`src/rtl/step_coordinator.sv`:
```
// ---------------------------------------------------------------------------
// step_coordinator
//
// Sequencing controller for an adaptive-step ODE datapath. For every step it
// launches one full-step evaluation (h), then two half-step evaluations
// (h/2). It then waits for the step-size evaluation circuit to accept or
// reject the step. An accepted step advances simulation time and loads the
// next h. A rejected step reloads h and retries, up to MAX_RETRY times in a
// row. The last step is clipped so that time lands exactly on tEnd.
//
// Optional build macro:
//   STEP_COORD_HMIN_EN - adds parameter HMIN (default 1 LSB). A step smaller
//                        than HMIN, or a non-positive step, before tEnd is
//                        reached raises a time/hmin fault. Without the macro,
//                        a non-positive step ends the run (DONE) with tNow
//                        left unchanged, so the run cannot loop forever.
//
// Ports:
//   Clk          in   system clock
//   reset        in   asynchronous active-low reset
//   start        in   one-cycle pulse, begins a run from IDLE/DONE/ERROR
//   tEnd         in   end time (signed Qm.FRAC), sampled on start
//   hInit        in   initial step, sampled on start
//   odeDone      in   ODE solver finished the current evaluation (pulse)
//   stepFinish   in   verdict from the evaluation circuit is valid
//   incTime      in   with stepFinish: the step is accepted
//   hStepIn      in   next h (on accept) or retry h (on reject)
//   exceptionErr in   datapath overflow/divide fault
//   coord        out  phase code: 00 FULL, 10 HALF, 11 EVAL, 01 idle/stopped
//   enableCoord  out  high in FULL, HALF1, HALF2, EVAL
//   odeStart     out  one-cycle pulse that launches an ODE evaluation
//   odeH         out  step handed to the ODE solver (h or h>>>1)
//   hStep        out  current h register
//   tNow         out  current simulation time
//   stepCount    out  number of accepted steps
//   busy         out  a run is in progress
//   done         out  run completed
//   error        out  run stopped on a fault
//   errCode      out  00 none, 01 exceptionErr, 10 retry limit,
//                     11 time overflow / hmin
// ---------------------------------------------------------------------------
module step_coordinator #(
  parameter int WIDTH     = 16,
  parameter int FRAC      = 8,
  parameter int MAX_RETRY = 7,
  parameter int CNT_W     = 16
`ifdef STEP_COORD_HMIN_EN
  ,
  parameter logic signed [WIDTH-1:0] HMIN = 1
`endif
) (
  input  logic             Clk,
  input  logic             reset,
  input  logic             start,
  input  logic [WIDTH-1:0] tEnd,
  input  logic [WIDTH-1:0] hInit,
  input  logic             odeDone,
  input  logic             stepFinish,
  input  logic             incTime,
  input  logic [WIDTH-1:0] hStepIn,
  input  logic             exceptionErr,
  output logic [1:0]       coord,
  output logic             enableCoord,
  output logic             odeStart,
  output logic [WIDTH-1:0] odeH,
  output logic [WIDTH-1:0] hStep,
  output logic [WIDTH-1:0] tNow,
  output logic [CNT_W-1:0] stepCount,
  output logic             busy,
  output logic             done,
  output logic             error,
  output logic [1:0]       errCode
);

  localparam int RETRY_W = $clog2(MAX_RETRY + 1);

  // The binary point has to sit inside the data word. The datapath here only
  // adds, subtracts and halves, so FRAC does not change any logic. It is kept
  // so that the whole ODE datapath shares one format definition.
  if (FRAC < 0 || FRAC >= WIDTH) begin : g_frac_out_of_range
  end

  typedef enum logic [2:0] {
    S_IDLE,
    S_CLIP,
    S_FULL,
    S_HALF1,
    S_HALF2,
    S_EVAL,
    S_DONE,
    S_ERROR
  } state_t;

  typedef enum logic [1:0] {
    ERR_NONE  = 2'b00,
    ERR_EXC   = 2'b01,
    ERR_RETRY = 2'b10,
    ERR_TIME  = 2'b11
  } err_t;

  // Status outputs that depend only on the state. They are registered
  // together with the state, so no output glitches on a state change.
  typedef struct packed {
    logic [1:0] coord;
    logic       en;
    logic       busy;
    logic       done;
    logic       error;
  } outs_t;

  function automatic outs_t outs_of(input state_t s);
    outs_t o;
    o = '{coord: 2'b01, en: 1'b0, busy: 1'b0, done: 1'b0, error: 1'b0};
    case (s)
      S_CLIP:  o.busy = 1'b1;
      S_FULL:  begin o.coord = 2'b00; o.en = 1'b1; o.busy = 1'b1; end
      S_HALF1: begin o.coord = 2'b10; o.en = 1'b1; o.busy = 1'b1; end
      S_HALF2: begin o.coord = 2'b10; o.en = 1'b1; o.busy = 1'b1; end
      S_EVAL:  begin o.coord = 2'b11; o.en = 1'b1; o.busy = 1'b1; end
      S_DONE:  o.done  = 1'b1;
      S_ERROR: o.error = 1'b1;
      default: ;
    endcase
    return o;
  endfunction

  state_t                   r_state;
  outs_t                    r_outs;
  logic                     r_ode_start;
  logic signed [WIDTH-1:0]  r_ode_h;
  logic signed [WIDTH-1:0]  r_t;
  logic signed [WIDTH-1:0]  r_h;
  logic signed [WIDTH-1:0]  r_tend;
  logic        [CNT_W-1:0]  r_cnt;
  logic        [RETRY_W-1:0] r_retry;
  err_t                     r_err;

  // Time arithmetic uses one guard bit. This makes the overflow test and the
  // "does this step pass tEnd" compare exact, even near the top of the range.
  logic signed [WIDTH:0]    w_sum;
  logic signed [WIDTH:0]    w_tend_ext;
  logic                     w_sum_ovf;
  logic                     w_past_end;
  logic                     w_t_reached;
  logic                     w_h_nonpos;
  logic signed [WIDTH-1:0]  w_remain;

  assign w_sum       = {r_t[WIDTH-1], r_t} + {r_h[WIDTH-1], r_h};
  assign w_tend_ext  = {r_tend[WIDTH-1], r_tend};
  assign w_sum_ovf   = w_sum[WIDTH] ^ w_sum[WIDTH-1];
  assign w_past_end  = w_sum > w_tend_ext;
  assign w_t_reached = r_t >= r_tend;
  assign w_h_nonpos  = r_h[WIDTH-1] || (r_h == '0);
  // Only used after t < tEnd is known and t >= 0, so the difference fits.
  assign w_remain    = r_tend - r_t;

  always_ff @(posedge Clk or negedge reset) begin
    if (!reset) begin
      r_state     <= S_IDLE;
      r_outs      <= outs_of(S_IDLE);
      r_ode_start <= 1'b0;
      r_ode_h     <= '0;
      r_t         <= '0;
      r_h         <= '0;
      r_tend      <= '0;
      r_cnt       <= '0;
      r_retry     <= '0;
      r_err       <= ERR_NONE;
    end else begin
      // NOTE: state is updated with non-blocking assignments. Every right-hand
      // side therefore reads the value from before this edge, and a later
      // assignment to the same register in this block overrides this default.
      r_ode_start <= 1'b0;

      if (r_outs.busy && exceptionErr) begin
        // A datapath fault takes priority over every other transition.
        r_state <= S_ERROR;
        r_outs  <= outs_of(S_ERROR);
        r_err   <= ERR_EXC;
      end else begin
        case (r_state)
          S_IDLE, S_DONE, S_ERROR: begin
            if (start) begin
              r_t     <= '0;
              r_h     <= hInit;
              r_tend  <= tEnd;
              r_cnt   <= '0;
              r_retry <= '0;
              r_err   <= ERR_NONE;
              r_state <= S_CLIP;
              r_outs  <= outs_of(S_CLIP);
            end
          end

          S_CLIP: begin
            if (w_t_reached) begin
              r_state <= S_DONE;
              r_outs  <= outs_of(S_DONE);
`ifdef STEP_COORD_HMIN_EN
            end else if (w_h_nonpos || (r_h < HMIN)) begin
              r_state <= S_ERROR;
              r_outs  <= outs_of(S_ERROR);
              r_err   <= ERR_TIME;
`else
            end else if (w_h_nonpos) begin
              // A step that cannot advance time would loop forever, so the
              // run ends here with time left where it is.
              r_state <= S_DONE;
              r_outs  <= outs_of(S_DONE);
`endif
            end else begin
              r_state     <= S_FULL;
              r_outs      <= outs_of(S_FULL);
              r_ode_start <= 1'b1;
              if (w_past_end) begin
                r_h     <= w_remain;
                r_ode_h <= w_remain;
              end else begin
                r_ode_h <= r_h;
              end
            end
          end

          S_FULL: begin
            if (odeDone) begin
              r_state     <= S_HALF1;
              r_outs      <= outs_of(S_HALF1);
              r_ode_start <= 1'b1;
              r_ode_h     <= r_h >>> 1;
            end
          end

          S_HALF1: begin
            if (odeDone) begin
              r_state     <= S_HALF2;
              r_outs      <= outs_of(S_HALF2);
              r_ode_start <= 1'b1;
            end
          end

          S_HALF2: begin
            if (odeDone) begin
              r_state <= S_EVAL;
              r_outs  <= outs_of(S_EVAL);
            end
          end

          S_EVAL: begin
            if (stepFinish) begin
              if (incTime) begin
                if (w_sum_ovf) begin
                  // An accepted step that would wrap time is a fault. Time
                  // and the counters keep their last good values.
                  r_state <= S_ERROR;
                  r_outs  <= outs_of(S_ERROR);
                  r_err   <= ERR_TIME;
                end else begin
                  r_t     <= w_sum[WIDTH-1:0];
                  r_cnt   <= r_cnt + CNT_W'(1);
                  r_retry <= '0;
                  r_h     <= hStepIn;
                  r_state <= S_CLIP;
                  r_outs  <= outs_of(S_CLIP);
                end
              end else begin
                r_h     <= hStepIn;
                r_retry <= r_retry + RETRY_W'(1);
                if (r_retry == RETRY_W'(MAX_RETRY - 1)) begin
                  r_state <= S_ERROR;
                  r_outs  <= outs_of(S_ERROR);
                  r_err   <= ERR_RETRY;
                end else begin
                  // A retry goes straight back to FULL. The reloaded h is not
                  // clipped again.
                  r_state     <= S_FULL;
                  r_outs      <= outs_of(S_FULL);
                  r_ode_start <= 1'b1;
                  r_ode_h     <= hStepIn;
                end
              end
            end
          end

          default: begin
            r_state <= S_IDLE;
            r_outs  <= outs_of(S_IDLE);
          end
        endcase
      end
    end
  end

  assign coord       = r_outs.coord;
  assign enableCoord = r_outs.en;
  assign busy        = r_outs.busy;
  assign done        = r_outs.done;
  assign error       = r_outs.error;
  assign odeStart    = r_ode_start;
  assign odeH        = r_ode_h;
  assign hStep       = r_h;
  assign tNow        = r_t;
  assign stepCount   = r_cnt;
  assign errCode     = r_err;

endmodule

```
`config.mk`:
```
export PLATFORM = sky130hd
export DESIGN_NAME = step_coordinator
export DESIGN_NICKNAME = d
export VERILOG_FILES = /design/src/rtl/step_coordinator.sv
export SDC_FILE = /design/constraint.sdc
export NUM_CORES = 1
export LEC_CHECK = 0
export CAP_MARGIN = 0
export CORE_MARGIN = 3
export CORE_UTILIZATION = 54
export DETAILED_ROUTE_END_ITERATION = 8
export GPL_TIMING_DRIVEN = 0
export PLACE_DENSITY_LB_ADDON = 0.3
export SLEW_MARGIN = 5
export SYNTH_ARGS = -nofsm -noshare
export SYNTH_HDL_FRONTEND = slang
export SYNTH_SLANG_ARGS = --single-unit
```
`constraint.sdc`:
```
create_clock -name Clk -period 6.1 [get_ports Clk]
set_input_delay 0.61 -clock Clk [delete_from_list [all_inputs] [get_ports Clk]]
set_output_delay 0.61 -clock Clk [all_outputs]
set_load 0.03 [all_outputs]
```
; Word level (Yosys, flattened, before mapping)
; Cells that the tools add are included.
[word_totals]
ff_bits = 95
in_bits = 55
out_inout_bits = 73
[classes]
n_addsub = 4
n_lt_le_gt_ge = 2
eq_ne = 26
muxes = 65
bitwise_logic = 2
n_reduce_logical = 18
[ops]
columns = cell, n
row1 = 2-to-1 mux 16 bit, 18
row2 = one-hot mux 16 bit (3 select lines), 2
row3 = one-hot mux 16 bit (2 select lines), 2
row4 = 2-to-1 mux 3 bit, 16
row5 = 2-to-1 mux 6 bit, 6
row6 = one-hot mux 6 bit (5 select lines), 1
row7 = "!= test 2 bit, second input constant", 9
row8 = "!= test 3 bit, second input constant", 6
row9 = one-hot mux 3 bit (6 select lines), 1
row10 = adder 16 x 16 -> 17 bit, 1
row11 = greater-than comparator 17 x 16 -> 1 bit, 1
row12 = "adder 16 x 1 -> 16 bit, second input constant", 1
row13 = >= comparator 16 bit, 1
row14 = logical NOT 16 bit, 1
row15 = subtractor 16 bit, 1
row16 = "equality test 3 bit, second input constant", 5
row17 = 2-to-1 mux 5 bit, 3
row18 = AND reduction 5 bit, 3
row19 = 2-to-1 mux 2 bit, 6
row20 = nonzero test 3 bit, 3
row21 = "!= test 4 bit, second input constant", 2
row22 = AND reduction 8 bit, 1
row23 = 2-to-1 mux 1 bit, 7
row24 = AND reduction 7 bit, 1
row25 = 18 further kinds, 19

; Depth between registers and ports, before layout
[logic_depth]
word_depth = 7
ltp_mapped = 20

; Worst setup path before layout
; No wires, ideal clock.
[synth_timing]
path_type = reg-to-reg
start = register r_h[0], in the netlist hStep[0]
end = register r_ode_h[12], in the netlist odeH[12]
t_arrival_ns = 4.401
t_required_ns = 5.975
setup_slack_ns = 1.574
path_stages_with_launch = 20
n_path_buf = 2
synth_period_minus_slack_ns = 4.526
cell_sequence = dfrtp_1 -> ha_1 -> inv_1 -> fa_1 -> nor2b_1 -> o31a_1 -> a211oi_2 -> nor2_1 -> a311o_1 -> xor2_1 -> ha_1 -> a21o_1 -> a2111oi_0 -> o211ai_1 -> o311a_1 -> buf_4 -> buf_2 -> mux2i_1 -> o21ai_0 -> mux2_2
[synth_between]
elab_chain_len = 6
[synth_rtl]
columns = item, line
row1 = from (decl), 132  ; logic signed [WIDTH-1:0] r_h;
row2 = from (signal assigned), 185  ; r_h <= hInit;
row3 = from (signal assigned), 216  ; r_h <= w_remain;
row4 = from (signal assigned), 261  ; r_h <= hStepIn;
row5 = adder 16 x 16 -> 17 bit, 148  ; assign w_sum = {r_t[WIDTH-1], r_t} + {r_h[WIDTH-1], r_h};
row6 = greater-than comparator 17 x 16 -> 1 bit, 151  ; assign w_past_end = w_sum > w_tend_ext;
row7 = 2-to-1 mux 16 bit, 215  ; if (w_past_end) begin
row8 = 2-to-1 mux 16 bit, n/a
row9 = 2-to-1 mux 16 bit, 196  ; if (w_t_reached) begin
row10 = one-hot mux 16 bit (3 select lines), 181  ; case (r_state)
row11 = to (signal assigned), 217  ; r_ode_h <= w_remain;
row12 = to (signal assigned), 219  ; r_ode_h <= r_h;
row13 = to (signal assigned), 229  ; r_ode_h <= r_h >>> 1;
row14 = to (decl), 130  ; logic signed [WIDTH-1:0] r_ode_h;
; Parallel ways exist; a longest one is shown, timed or not. The select of a mux whose other input is x is not followed.
; A chain may end at the register's enable or synchronous reset.

; Worst setup path after layout
[layout_timing]
start = register r_h[8], in the netlist hStep[8]
end = register r_ode_h[8], in the netlist odeH[8]
; Same word-level chain as after synthesis.

==> metrics <==
Adder-Cell Fraction of Synth Area=10.2%; Netlist Area Pre-Place=7010 sq um; Pre-Repair DR Iteration Count=6; clk sinks=95; drt total wl=21800 microns; I/O pins=128; vias in the first global route=6472; Worst Hold Slack=0.301 ns; post-synthesis mux area share=3.68%; Core ar.=12400 sq um; xor/xnor share of the synthesized area=3.84%; final critical-path required period=5.18 ns; Post-DP HPWL=16600 microns; WP data arrival=5.40 ns; R2R setup slack=0.92 ns; gp weighted congestion=1.02; total gr overflow=0; crit path kind=flop to flop; worst-path cell chain=ha_1, and4_4, and3_1, a211oi_2, nor2_1, a311o_1, xor2_1, ha_1, a21o_1, a2111oi_0, o211ai_1, o311a_1, buf_4, buf_2, o311ai_0, o31ai_1; area grow syn2layout=25.1%; clock-pin transition on the worst setup and hold timing paths=0.06 ns; Worst Setup Start Kind=flop; htree depth=3; total of max-cap violations=0; final core utilization=71.0%; final hold vios=0; Warnings, synthesis=0; Worst path slowest cell=dfrtp_1; M3 GR Usage=5.33%; post-synthesis sequential area ratio=33.9%; Vias/cell=6.24; Worst Path Max Fanout=10; Rows=40; first-pass GRT wire length=34100 microns; final setup vio count=0; CP Capture Type=flop; Inserted Diodes=0; Tightest Hold Check Type=input pin to async pin; met1 Usage GRT=43.1%; RSZ-0062 raised after global routing=no; overall routing resource usage=29.9%; synth top area cells=dfrtp_1 34%, ha_1 9.6%, nand2_1 5.2%; clk_lat worst skew=0.36 ns; DRT antenna net count=0; period utilisation layout=84.9%; Crit path buffers/inverters=2; post-cts sizing count=0; Data required, critical path=6.33 ns; gate family responsible for the most delay along the worst path=compound AO/OA/AOI/OAI gates; register bit count reported by yosys=95; worst clock skew=0.00869 ns; Max-slew headroom=29.6%; chip height=120 microns; Slew @ Worst Pin=1.04 ns; FFs w/ async S/R, synth=100%; DR DRC count=0; CTS tree=yes; Compound-Gate Fraction of Synth Area=24.7%; Nets=1076; fmax=0.193 GHz; status=completed; slowest cell delay on critical path=0.62 ns; list of most frequent post-synthesis cells=97 x nand2_1, 94 x dfrtp_1, 59 x o21ai_0; Fin Setup TNS=0 ns; worst slack, placed=1.09 ns; Top Usage Layer GRT=met2; largest net degree at the start of global routing=54; cts hold-fix bufs=0; CP most frequent cell=ha_1; fraction of final layout cells sized beyond drive strength 1=4.74%; largest family of logic cells by synthesized area=compound AO/OA/AOI/OAI gates; initial core utilization=56.7%; count leader, synth=nand2_1; fin. max-slew vios=0; Cells after Synth=827; Num CTS Buffers=9; ys flop type=dfrtp_1; Synth cell types=78; Syn Nets=938; DR WL/cell=19.2 microns; number of synthesized flops with an enable pin=0; via count=7105; area share of the largest cell type after synthesis=33.5%; Final WS setup=0.922 ns; Root Driver=clkbuf_16; area leader, netlist=dfrtp_1; GR Util met2=45.9%; Mapped Avg Cell Area=8.48 sq um; post-CTS setup buffers=0; Synth Area in Simple Gates=18.6%; I/O Buffers=126; antenna violations before repair=0; Chip Width=120 microns; Clock Tree Buf Depth=2; Die Area=14400 sq um; starting DRC count in detailed routing=841
-- cell usage in the layout (no fill, tap or decap), drive strengths merged, types with 5 or more instances in the layout --
cell type | netlist | layout
a211oi | 9 | 9
a21o | 10 | 10
a21oi | 48 | 48
a221oi | 7 | 7
a222oi | 10 | 10
a22o | 6 | 6
a22oi | 6 | 6
a31oi | 13 | 13
and2 | 5 | 5
and3 | 8 | 8
buf | 12 | 14
clkbuf | 23 | 37
clkdlybuf4s50 | 0 | 125
dfrtp | 94 | 94
ha | 54 | 54
inv | 54 | 54
mux2 | 6 | 6
mux2i | 19 | 19
nand2 | 98 | 98
nand2b | 15 | 15
nand3 | 37 | 37
nand4 | 14 | 14
nor2 | 47 | 47
nor2b | 6 | 6
nor3 | 13 | 13
nor4 | 5 | 5
o211ai | 6 | 6
o21a | 7 | 7
o21ai | 96 | 96
o31ai | 8 | 8
or3 | 7 | 7
xnor2 | 19 | 19
xor2 | 10 | 10
-- sequential cells by signal, indices dropped and copies added (netlist names) --
signal	cells
busy	1
done	1
errCode	2
error	1
stepCount	16
r_state	3
r_tend	16
odeStart	1
r_retry	3
hStep	16
tNow	16
coord	2
odeH	16
enableCoord	1
-- kinds of logic after synthesis --
logic type               count (synthesis)
AND/OR/NAND/NOR                        271
AO/OA/AOI/OAI                          261
flip-flops                              95
buffers and inverters                   90
adder cells (fa/ha/maj)                 56
XOR/XNOR                                29
multiplexers                            25
-- worst paths after layout --
kind / from / end / depth (start not counted)
setup / recovery: hStep[8]$_DFFE_PN0P_ / odeH[8]$_DFFE_PN0P_ / 16
hold / removal: reset / odeH[3]$_DFFE_PN0P_ / 1
setup reg to reg: hStep[8]$_DFFE_PN0P_ / odeH[8]$_DFFE_PN0P_ / 16
hold reg to reg: coord[1]$_DFFE_PN0P_ / coord[1]$_DFFE_PN0P_ / 2
max in group asynchronous: reset / tNow[13]$_DFFE_PN0P_ / 2
min in group Clk: coord[1]$_DFFE_PN0P_ / coord[1]$_DFFE_PN0P_ / 2
-- per-stage QoR --
stage | area, sq um | instances
after floorplan | 7010 | 827
after global placement | 8480 | 1121
after detailed placement | 8510 | 1122
after CTS | 8770 | 1138
after global routing | 8770 | 1138
final | 8770 | 1138
-- final cells by class --
type / count / area, sq um
Clock buffer: 14 / 254
Timing Repair Buffer: 127 / 1290
Buffer: 35 / 145
Multi-Input combinational cell: 642 / 4280
Sequential cell: 95 / 2380
Tap cell: 168 / 210
Fill cell: 974 / 3590
Inverter: 55 / 206
Clock inverter: 2 / 10.0
-- metal layers --
| metal | wire (microns) | part of all wire [%] |
|---|---|---|
| met1 | 9400 | 43 |
| met2 | 9560 | 44 |
| met3 | 2360 | 11 |
| met4 | 486 | 2.2 |
| met5 | 0 | 0 |
Power is not shown: default switching activity piles up to over one toggle a cycle in this logic, so the estimate is an artifact.
